File: config.mk
export PLATFORM = sky130hd
export DESIGN_NAME = bound_flasher_p_flat
export DESIGN_NICKNAME = d
export VERILOG_FILES = /design/src/rtl/bound_flasher_p_if.sv /design/src/rtl/bound_flasher_p.sv /design/src/flat_wrapper.sv
export SDC_FILE = /design/constraint.sdc
export NUM_CORES = 1
export LEC_CHECK = 0
export CORE_MARGIN = 4
export CORE_UTILIZATION = 50
export DETAILED_ROUTE_END_ITERATION = 10
export GPL_TIMING_DRIVEN = 1
export PLACE_DENSITY = 0.8
export SYNTH_ARGS = -nofsm -noshare
export SYNTH_HDL_FRONTEND = slang
export SYNTH_SLANG_ARGS = --single-unit
File: constraint.sdc
create_clock -name clk -period 2.6 [get_ports clk]
set_input_delay 0.26 -clock clk [delete_from_list [all_inputs] [get_ports clk]]
set_output_delay 0.26 -clock clk [all_outputs]
set_load 0.03 [all_outputs]
File: src/rtl/bound_flasher_p_if.sv
// Bound flasher control/status bundle: request inputs toward the flasher,
// lamp vector and FSM status back from it.
interface bound_flasher_p_if #(
  parameter int WIDTH = 16
);
  logic             flick;
  logic             repeat_en;
  logic             hold;
  logic [WIDTH-1:0] light;
  logic             busy;
  logic [2:0]       state;

  // Requester side: drives flick/repeat_en/hold, observes lamps and status.
  modport master (
    output flick,
    output repeat_en,
    output hold,
    input  light,
    input  busy,
    input  state
  );

  // Flasher side: consumes requests, presents lamps and status.
  modport slave (
    input  flick,
    input  repeat_en,
    input  hold,
    output light,
    output busy,
    output state
  );
endinterface

File: src/rtl/bound_flasher_p.sv
// Bound flasher: a thermometer lamp bar that climbs to B1, falls to 0, climbs
// to B2, falls to MID, climbs to WIDTH and falls to 0. flick starts the show
// from IDLE and, when the bar sits at B1 or B2 on the second or third climb,
// kicks it back into the preceding descent. A prescaler slows stepping down to
// one step every STEP_DIV clocks, and hold freezes everything in place.
module bound_flasher_p #(
  parameter int WIDTH    = 16,
  parameter int B1       = 6,
  parameter int B2       = 11,
  parameter int MID      = 5,
  parameter int STEP_DIV = 1
) (
  input  logic                clk,
  input  logic                reset_n,
  bound_flasher_p_if.slave    bus
);

  localparam int CW = $clog2(WIDTH + 1);
  localparam int DW = (STEP_DIV > 1) ? $clog2(STEP_DIV) : 1;

  localparam logic [CW-1:0] ZERO_C  = {CW{1'b0}};
  localparam logic [CW-1:0] ONE_C   = CW'(1'b1);
  localparam logic [CW-1:0] B1_C    = CW'(B1);
  localparam logic [CW-1:0] B2_C    = CW'(B2);
  localparam logic [CW-1:0] MID_C   = CW'(MID);
  localparam logic [CW-1:0] WIDTH_C = CW'(WIDTH);
  localparam logic [DW-1:0] DIV_LAST_C = DW'(STEP_DIV - 1);

  typedef enum logic [2:0] {
    IDLE = 3'd0,
    UP1  = 3'd1,
    DN1  = 3'd2,
    UP2  = 3'd3,
    DN2  = 3'd4,
    UP3  = 3'd5,
    DN3  = 3'd6
  } state_t;

  // Thermometer code: bit i lit exactly when i < c.
  function automatic logic [WIDTH-1:0] therm(input logic [CW-1:0] c);
    logic [WIDTH-1:0] v;
    v = {WIDTH{1'b0}};
    for (int i = 0; i < WIDTH; i++) begin
      v[i] = (32'(i) < 32'(c));
    end
    return v;
  endfunction

  state_t           state_q, state_d;
  state_t           nxt_state_s;
  logic [CW-1:0]    cnt_q, cnt_d;
  logic [CW-1:0]    nxt_cnt_s;
  logic [CW-1:0]    cnt_inc_s, cnt_dec_s;
  logic [DW-1:0]    div_q, div_d;
  logic [WIDTH-1:0] light_q, light_d;
  logic             busy_q, busy_d;
  logic             tick_s;
  logic             kick_s;
  logic             state_illegal_s;

  // Prescaler: advance each unheld clock, wrap at STEP_DIV-1 and flag the step tick.
  always_comb begin
    div_d  = div_q;
    tick_s = 1'b0;
    if (bus.hold) begin
      div_d  = div_q;
      tick_s = 1'b0;
    end else if (div_q == DIV_LAST_C) begin
      div_d  = {DW{1'b0}};
      tick_s = 1'b1;
    end else begin
      div_d  = div_q + DW'(1'b1);
      tick_s = 1'b0;
    end
  end

  // Saturating neighbours of cnt so the count can never wrap out of 0..WIDTH.
  always_comb begin
    cnt_inc_s = cnt_q;
    cnt_dec_s = cnt_q;
    if (cnt_q < WIDTH_C) begin
      cnt_inc_s = cnt_q + ONE_C;
    end else begin
      cnt_inc_s = WIDTH_C;
    end
    if (cnt_q != ZERO_C) begin
      cnt_dec_s = cnt_q - ONE_C;
    end else begin
      cnt_dec_s = ZERO_C;
    end
  end

  // Kickback is only meaningful at the two bound counts.
  always_comb begin
    kick_s = bus.flick && ((cnt_q == B1_C) || (cnt_q == B2_C));
  end

  // Step rules: where the bar goes on a tick from the current state and count.
  always_comb begin
    nxt_state_s = state_q;
    nxt_cnt_s   = cnt_q;
    case (state_q)
      IDLE: begin
        if (bus.flick) begin
          nxt_state_s = UP1;
          nxt_cnt_s   = ONE_C;
        end else begin
          nxt_state_s = IDLE;
          nxt_cnt_s   = ZERO_C;
        end
      end
      UP1: begin
        if (cnt_q == B1_C) begin
          nxt_state_s = DN1;
          nxt_cnt_s   = B1_C - ONE_C;
        end else begin
          nxt_state_s = UP1;
          nxt_cnt_s   = cnt_inc_s;
        end
      end
      DN1: begin
        if (cnt_q == ZERO_C) begin
          nxt_state_s = UP2;
          nxt_cnt_s   = ONE_C;
        end else begin
          nxt_state_s = DN1;
          nxt_cnt_s   = cnt_dec_s;
        end
      end
      UP2: begin
        if (kick_s) begin
          nxt_state_s = DN1;
          nxt_cnt_s   = cnt_dec_s;
        end else if (cnt_q == B2_C) begin
          nxt_state_s = DN2;
          nxt_cnt_s   = cnt_dec_s;
        end else begin
          nxt_state_s = UP2;
          nxt_cnt_s   = cnt_inc_s;
        end
      end
      DN2: begin
        if (cnt_q == MID_C) begin
          nxt_state_s = UP3;
          nxt_cnt_s   = MID_C + ONE_C;
        end else begin
          nxt_state_s = DN2;
          nxt_cnt_s   = cnt_dec_s;
        end
      end
      UP3: begin
        if (kick_s) begin
          nxt_state_s = DN2;
          nxt_cnt_s   = cnt_dec_s;
        end else if (cnt_q == WIDTH_C) begin
          nxt_state_s = DN3;
          nxt_cnt_s   = WIDTH_C - ONE_C;
        end else begin
          nxt_state_s = UP3;
          nxt_cnt_s   = cnt_inc_s;
        end
      end
      DN3: begin
        if (cnt_q != ZERO_C) begin
          nxt_state_s = DN3;
          nxt_cnt_s   = cnt_dec_s;
        end else if (bus.repeat_en || bus.flick) begin
          nxt_state_s = UP1;
          nxt_cnt_s   = ONE_C;
        end else begin
          nxt_state_s = IDLE;
          nxt_cnt_s   = ZERO_C;
        end
      end
      default: begin
        nxt_state_s = IDLE;
        nxt_cnt_s   = ZERO_C;
      end
    endcase
  end

  // Apply a step only on a tick; an unused state code falls back to IDLE at once.
  always_comb begin
    state_illegal_s = (state_q > DN3);
    state_d = state_q;
    cnt_d   = cnt_q;
    if (state_illegal_s) begin
      state_d = IDLE;
      cnt_d   = ZERO_C;
    end else if (tick_s) begin
      state_d = nxt_state_s;
      cnt_d   = nxt_cnt_s;
    end else begin
      state_d = state_q;
      cnt_d   = cnt_q;
    end
  end

  // Outputs are precomputed from the next state so they can be registered in step.
  always_comb begin
    light_d = therm(cnt_d);
    busy_d  = (state_d != IDLE);
  end

  // State, count, prescaler and output registers with asynchronous clear.
  always_ff @(posedge clk or negedge reset_n) begin
    if (!reset_n) begin
      state_q <= IDLE;
      cnt_q   <= ZERO_C;
      div_q   <= {DW{1'b0}};
      light_q <= {WIDTH{1'b0}};
      busy_q  <= 1'b0;
    end else begin
      state_q <= state_d;
      cnt_q   <= cnt_d;
      div_q   <= div_d;
      light_q <= light_d;
      busy_q  <= busy_d;
    end
  end

  assign bus.light = light_q;
  assign bus.busy  = busy_q;
  assign bus.state = state_q;

endmodule

File: src/flat_wrapper.sv
// flat-port wrapper written by rule: the top's interface ports become plain ports
module bound_flasher_p_flat 
#(
  parameter int WIDTH    = 16,
  parameter int B1       = 6,
  parameter int B2       = 11,
  parameter int MID      = 5,
  parameter int STEP_DIV = 1
)
  (clk, reset_n, bus_flick, bus_repeat_en, bus_hold, bus_light, bus_busy, bus_state);
  bound_flasher_p_if #(.WIDTH(WIDTH)) bus_i ();
  input  logic clk;
  input  logic reset_n;
  input wire logic [$bits(bus_i.flick)-1:0] bus_flick;
  input wire logic [$bits(bus_i.repeat_en)-1:0] bus_repeat_en;
  input wire logic [$bits(bus_i.hold)-1:0] bus_hold;
  output wire logic [$bits(bus_i.light)-1:0] bus_light;
  output wire logic [$bits(bus_i.busy)-1:0] bus_busy;
  output wire logic [$bits(bus_i.state)-1:0] bus_state;
  assign bus_i.flick = bus_flick;
  assign bus_i.repeat_en = bus_repeat_en;
  assign bus_i.hold = bus_hold;
  assign bus_light = bus_i.light;
  assign bus_busy = bus_i.busy;
  assign bus_state = bus_i.state;
  bound_flasher_p #(.WIDTH(WIDTH), .B1(B1), .B2(B2), .MID(MID), .STEP_DIV(STEP_DIV)) u_core (.clk(clk), .reset_n(reset_n), .bus(bus_i));
endmodule
==> run summary <==
Measured along the x axis, the die boundary spans about 64 um. Grouping stages by cell kind, the critical path spends the most delay in compound AO/OA/AOI/OAI gates. The number of port buffers is 24. The tightest hold margin came out at 0.294 ns. STA classifies the critical path endpoint as a register. The fraction of met3 tracks used by global routing is 0.0457. Traced cell by cell, the critical path runs through ha_1 > and3b_1 > o21a_1 > maj3_2 > o22a_1 > o32ai_4 > inv_1 > a31oi_1.

The root buffer cell chosen for the clock tree is clkbuf_4. After synthesis, the share of flip-flops with an asynchronous set or reset is 1.00. Among all flip-flop cells after synthesis, the most frequent one is dfrtp_1. After synthesis, the netlist uses 54 different library cells. For the worst flop-to-flop path, the logic depth is 8. The largest total area in the synthesized netlist belongs to dfrtp_1. Ranked by total cell area, the synthesized netlist is headed by dfrtp_1 38%, nor2_1 4.1%, o21ai_0 3.5%. The number of remaining DRC errors came out at 0. Across all register-to-register paths, the minimum setup slack is between 0.1 and 0.15 ns.

A synthesized cell averages between 8 and 9 um^2. The clock-pin slew of the registers on the worst-case setup and hold paths is 0.11 ns. The area of the die is 4110 um^2. TritonCTS built the clock tree.

The final routed wire length divided by cell count came out at 17.0 um. The largest fanout on the critical path came out at 7. In this run the vertical extent of the chip is 64.1 um. The clock network latency to the later pin of the worst-skew pair is 0.30 ns. The total number of vias came out at 1,580.

The final period utilization came out at 0.949. The combined global-route utilization of all metal layers came out at 0.218. The slowest stage of the critical path is the dfrtp_2 cell.

The first global-routing pass estimated 7200 um of wire. The first-iteration detailed-routing DRC count came out at between 200 and 250. The sequential share of the synthesized area came out at 0.382. For this block, the routed nets add up to 4280 um of wire.

Yosys instantiated no cell more often than dfrtp_1. In this run, synthesis inferred 0 flip-flops with an integrated enable. The number of buffers between clock root and the deepest sink came out at 2. Counting every net in the synthesized netlist gives around 190.

Using the TritonRoute via totals, the vias-per-cell ratio works out to 6.27. The number of antenna diodes in the final layout is 0. The largest net degree at the start of global routing came out at 25. The worst hold path belongs to the class input pin to async pin.

The critical path is of the register to register type. The via count of the first global-routing pass was 1,476. The setup total negative slack came out at 0 ns. The flow ran to the end, and the final reports show no timing, DRC or antenna violations. The leakage power figure came out at 0.843 nW.

The number of antenna violations at the first check in global routing came out at 0. In this run the core area contains 20 standard-cell rows. The post-CTS setup-driven buffer insertion count came out at 0. The normalized max-slew margin came out at 0.687. At the worst endpoint, the arrival time is 2.68 ns. The post-cts sizing count is 0.

On the final layout, the worst clock skew is 0.000786 ns. The end point of the critical path is u_core.bus.light[8]. The share of layout cells above drive strength 1 is 0.120.

For the pin with the worst max-slew slack, the measured transition is 0.469 ns. For met1 alone, demand over resource in global routing was 0.319. After global routing, the most crowded layer is met2. STA classifies the critical path startpoint as a register.

The gate count of the mapped netlist came out at ~180. The clock sink count is 24. Once layout is done, the placed cells without fillers occupy ~2000 um^2.

The power density relative to cell area is 1300 nW/um^2. For this design, the CTS-stage hold fixing added 0 buffers. The boundary pin count came out at 25. The time the worst path needs with I/O delays and setup came out at 2.47 ns. The number of buffers inserted during clock tree synthesis came out at 3.

CTS built an H-tree with a depth of 1. The weighted congestion reported at the end of routability-driven placement came out at 1.03. The iteration count of the initial detailed-routing pass came out at 5.

The buffer and inverter count on the worst path is 1. Setup repair after global routing left no endpoint under its margin. The tool flagged a number of max-cap violations equal to 0. Setup violations remaining at the end of the flow were counted as 0. The yosys synthesis warning count is 0.

The required arrival time at the worst endpoint is 2.81 ns. The highest cell delay on the worst timing path is 0.47 ns. The achievable clock frequency came out at 405 MHz. In the synthesized netlist, the cells that appear most often are 24 x dfrtp_1, 17 x nor2_1, 14 x nand2_1.

The sum of overflow across all layers after global routing is 0. The worst register-to-register path ends at u_core.bus.light[8]. The flip-flop and latch count after synthesis is 24.

The start point of the critical path is u_core.cnt_q[1]. After legalization and detailed placement, the total HPWL measured about 3200 um. OpenSTA, run right after detailed placement, puts the worst setup slack at 0.103 ns. The logic depth of the worst setup path including buffers came out at 8.

The met2 routing resource usage after global routing came out at 0.342. Summing internal, switching and leakage power gives ~2.5 mW. The number of pins with negative max-slew slack in the final report is 0.

The total core area came out at around 3000 um^2. The signed area change from the synthesized netlist to the final layout is 24.2%. The post-synthesis cell area came out at 1570 um^2. The worst register-to-register path begins at u_core.cnt_q[1].

The number of hold-slack violations in the final timing report came to 0. The initial standard-cell utilization of the core came out at 0.520. The total number of nets in the final design came out at between 200 and 250. The residual antenna-violating net count after detailed routing is 0. The maximum VDD drop came out at 0.000788 V.

The standard cell area after detailed placement came out at 1910 um^2. Across all setup checks in the final design, the least slack found is 0.132 ns. The top cell type's share of synthesized area is 0.382.
-- metal layers --
metal / wire length, um / vias up
li1: - / 718
met1: 1790 / 734
met2: 1900 / 118
met3: 539 / 10
met4: 45 / 0
met5: 0 / -
-- power breakdown --
| part | internal (mW) | total (mW) | switching (mW) |
|---|---|---|---|
| registers | 0.531 | 0.703 | 0.172 |
| logic | 0.676 | 1.66 | 0.984 |
| clock network | 0.0854 | 0.182 | 0.0963 |
| total | 1.29 | 2.55 | 1.25 |
-- sequential cells by signal, indices dropped and copies added (netlist names) --
name              cells
u_core.bus.busy       1
u_core.cnt_q          5
u_core.bus.light     15
u_core.bus.state      3
-- layout make-up --
| class | count | area [um^2] |
|---|---|---|
| inverters | 12 | 45.0 |
| clock buffers | 4 | 36.3 |
| fillers | 258 | 1070 |
| repair buffers | 37 | 338 |
| well taps | 44 | 55.1 |
| flip-flops and latches | 24 | 603 |
| multi-input cells | 131 | 877 |
-- worst min-delay path by stage --
| stage | startpoint | to |
|---|---|---|
| 3_3_place_gp | reset_n | u_core.bus.state[1] |
| 6_report | reset_n | u_core.bus.light[8] |
| 4_1_cts | reset_n | u_core.bus.light[5] |
| 3_5_place_dp | reset_n | u_core.bus.light[8] |
| 2_1_floorplan | reset_n | u_core.bus.busy |
| 5_1_grt | reset_n | u_core.bus.light[7] |
-- cells in the final DEF, fill, tap and decap left out, drive strengths merged, types with 6 or more instances in the layout --
cell type      synthesis  layout
nor2                  17      17
o21ai                 13      13
inv                   11      11
nand3                  9       9
buf                    7      13
clkdlybuf4s50          0      24
dfrtp                 24      24
nand2                 14      14
a31oi                  7       7
nor2b                  6       6
-- cells by family (layout without fill, tap and decap cells) --
logic type | Yosys count | after routing | share of synthesized area
simple gates | 69 | 69 | 0.242
compound gates | 54 | 54 | 0.254
flops | 24 | 24 | 0.382
buf+inv | 24 | 53 | 0.0660
fa+ha+maj | 5 | 5 | 0.0390
xor+xnor | 2 | 2 | 0.0111
mux | 1 | 1 | 0.00636
-- metrics by stage --
stage,instances,utilization
floorplan,179,-
global placement,248,0.630
detailed placement,248,0.630
CTS,252,0.642
global route,252,0.645
finish,252,0.645
Power figures use the tool's default switching activity.
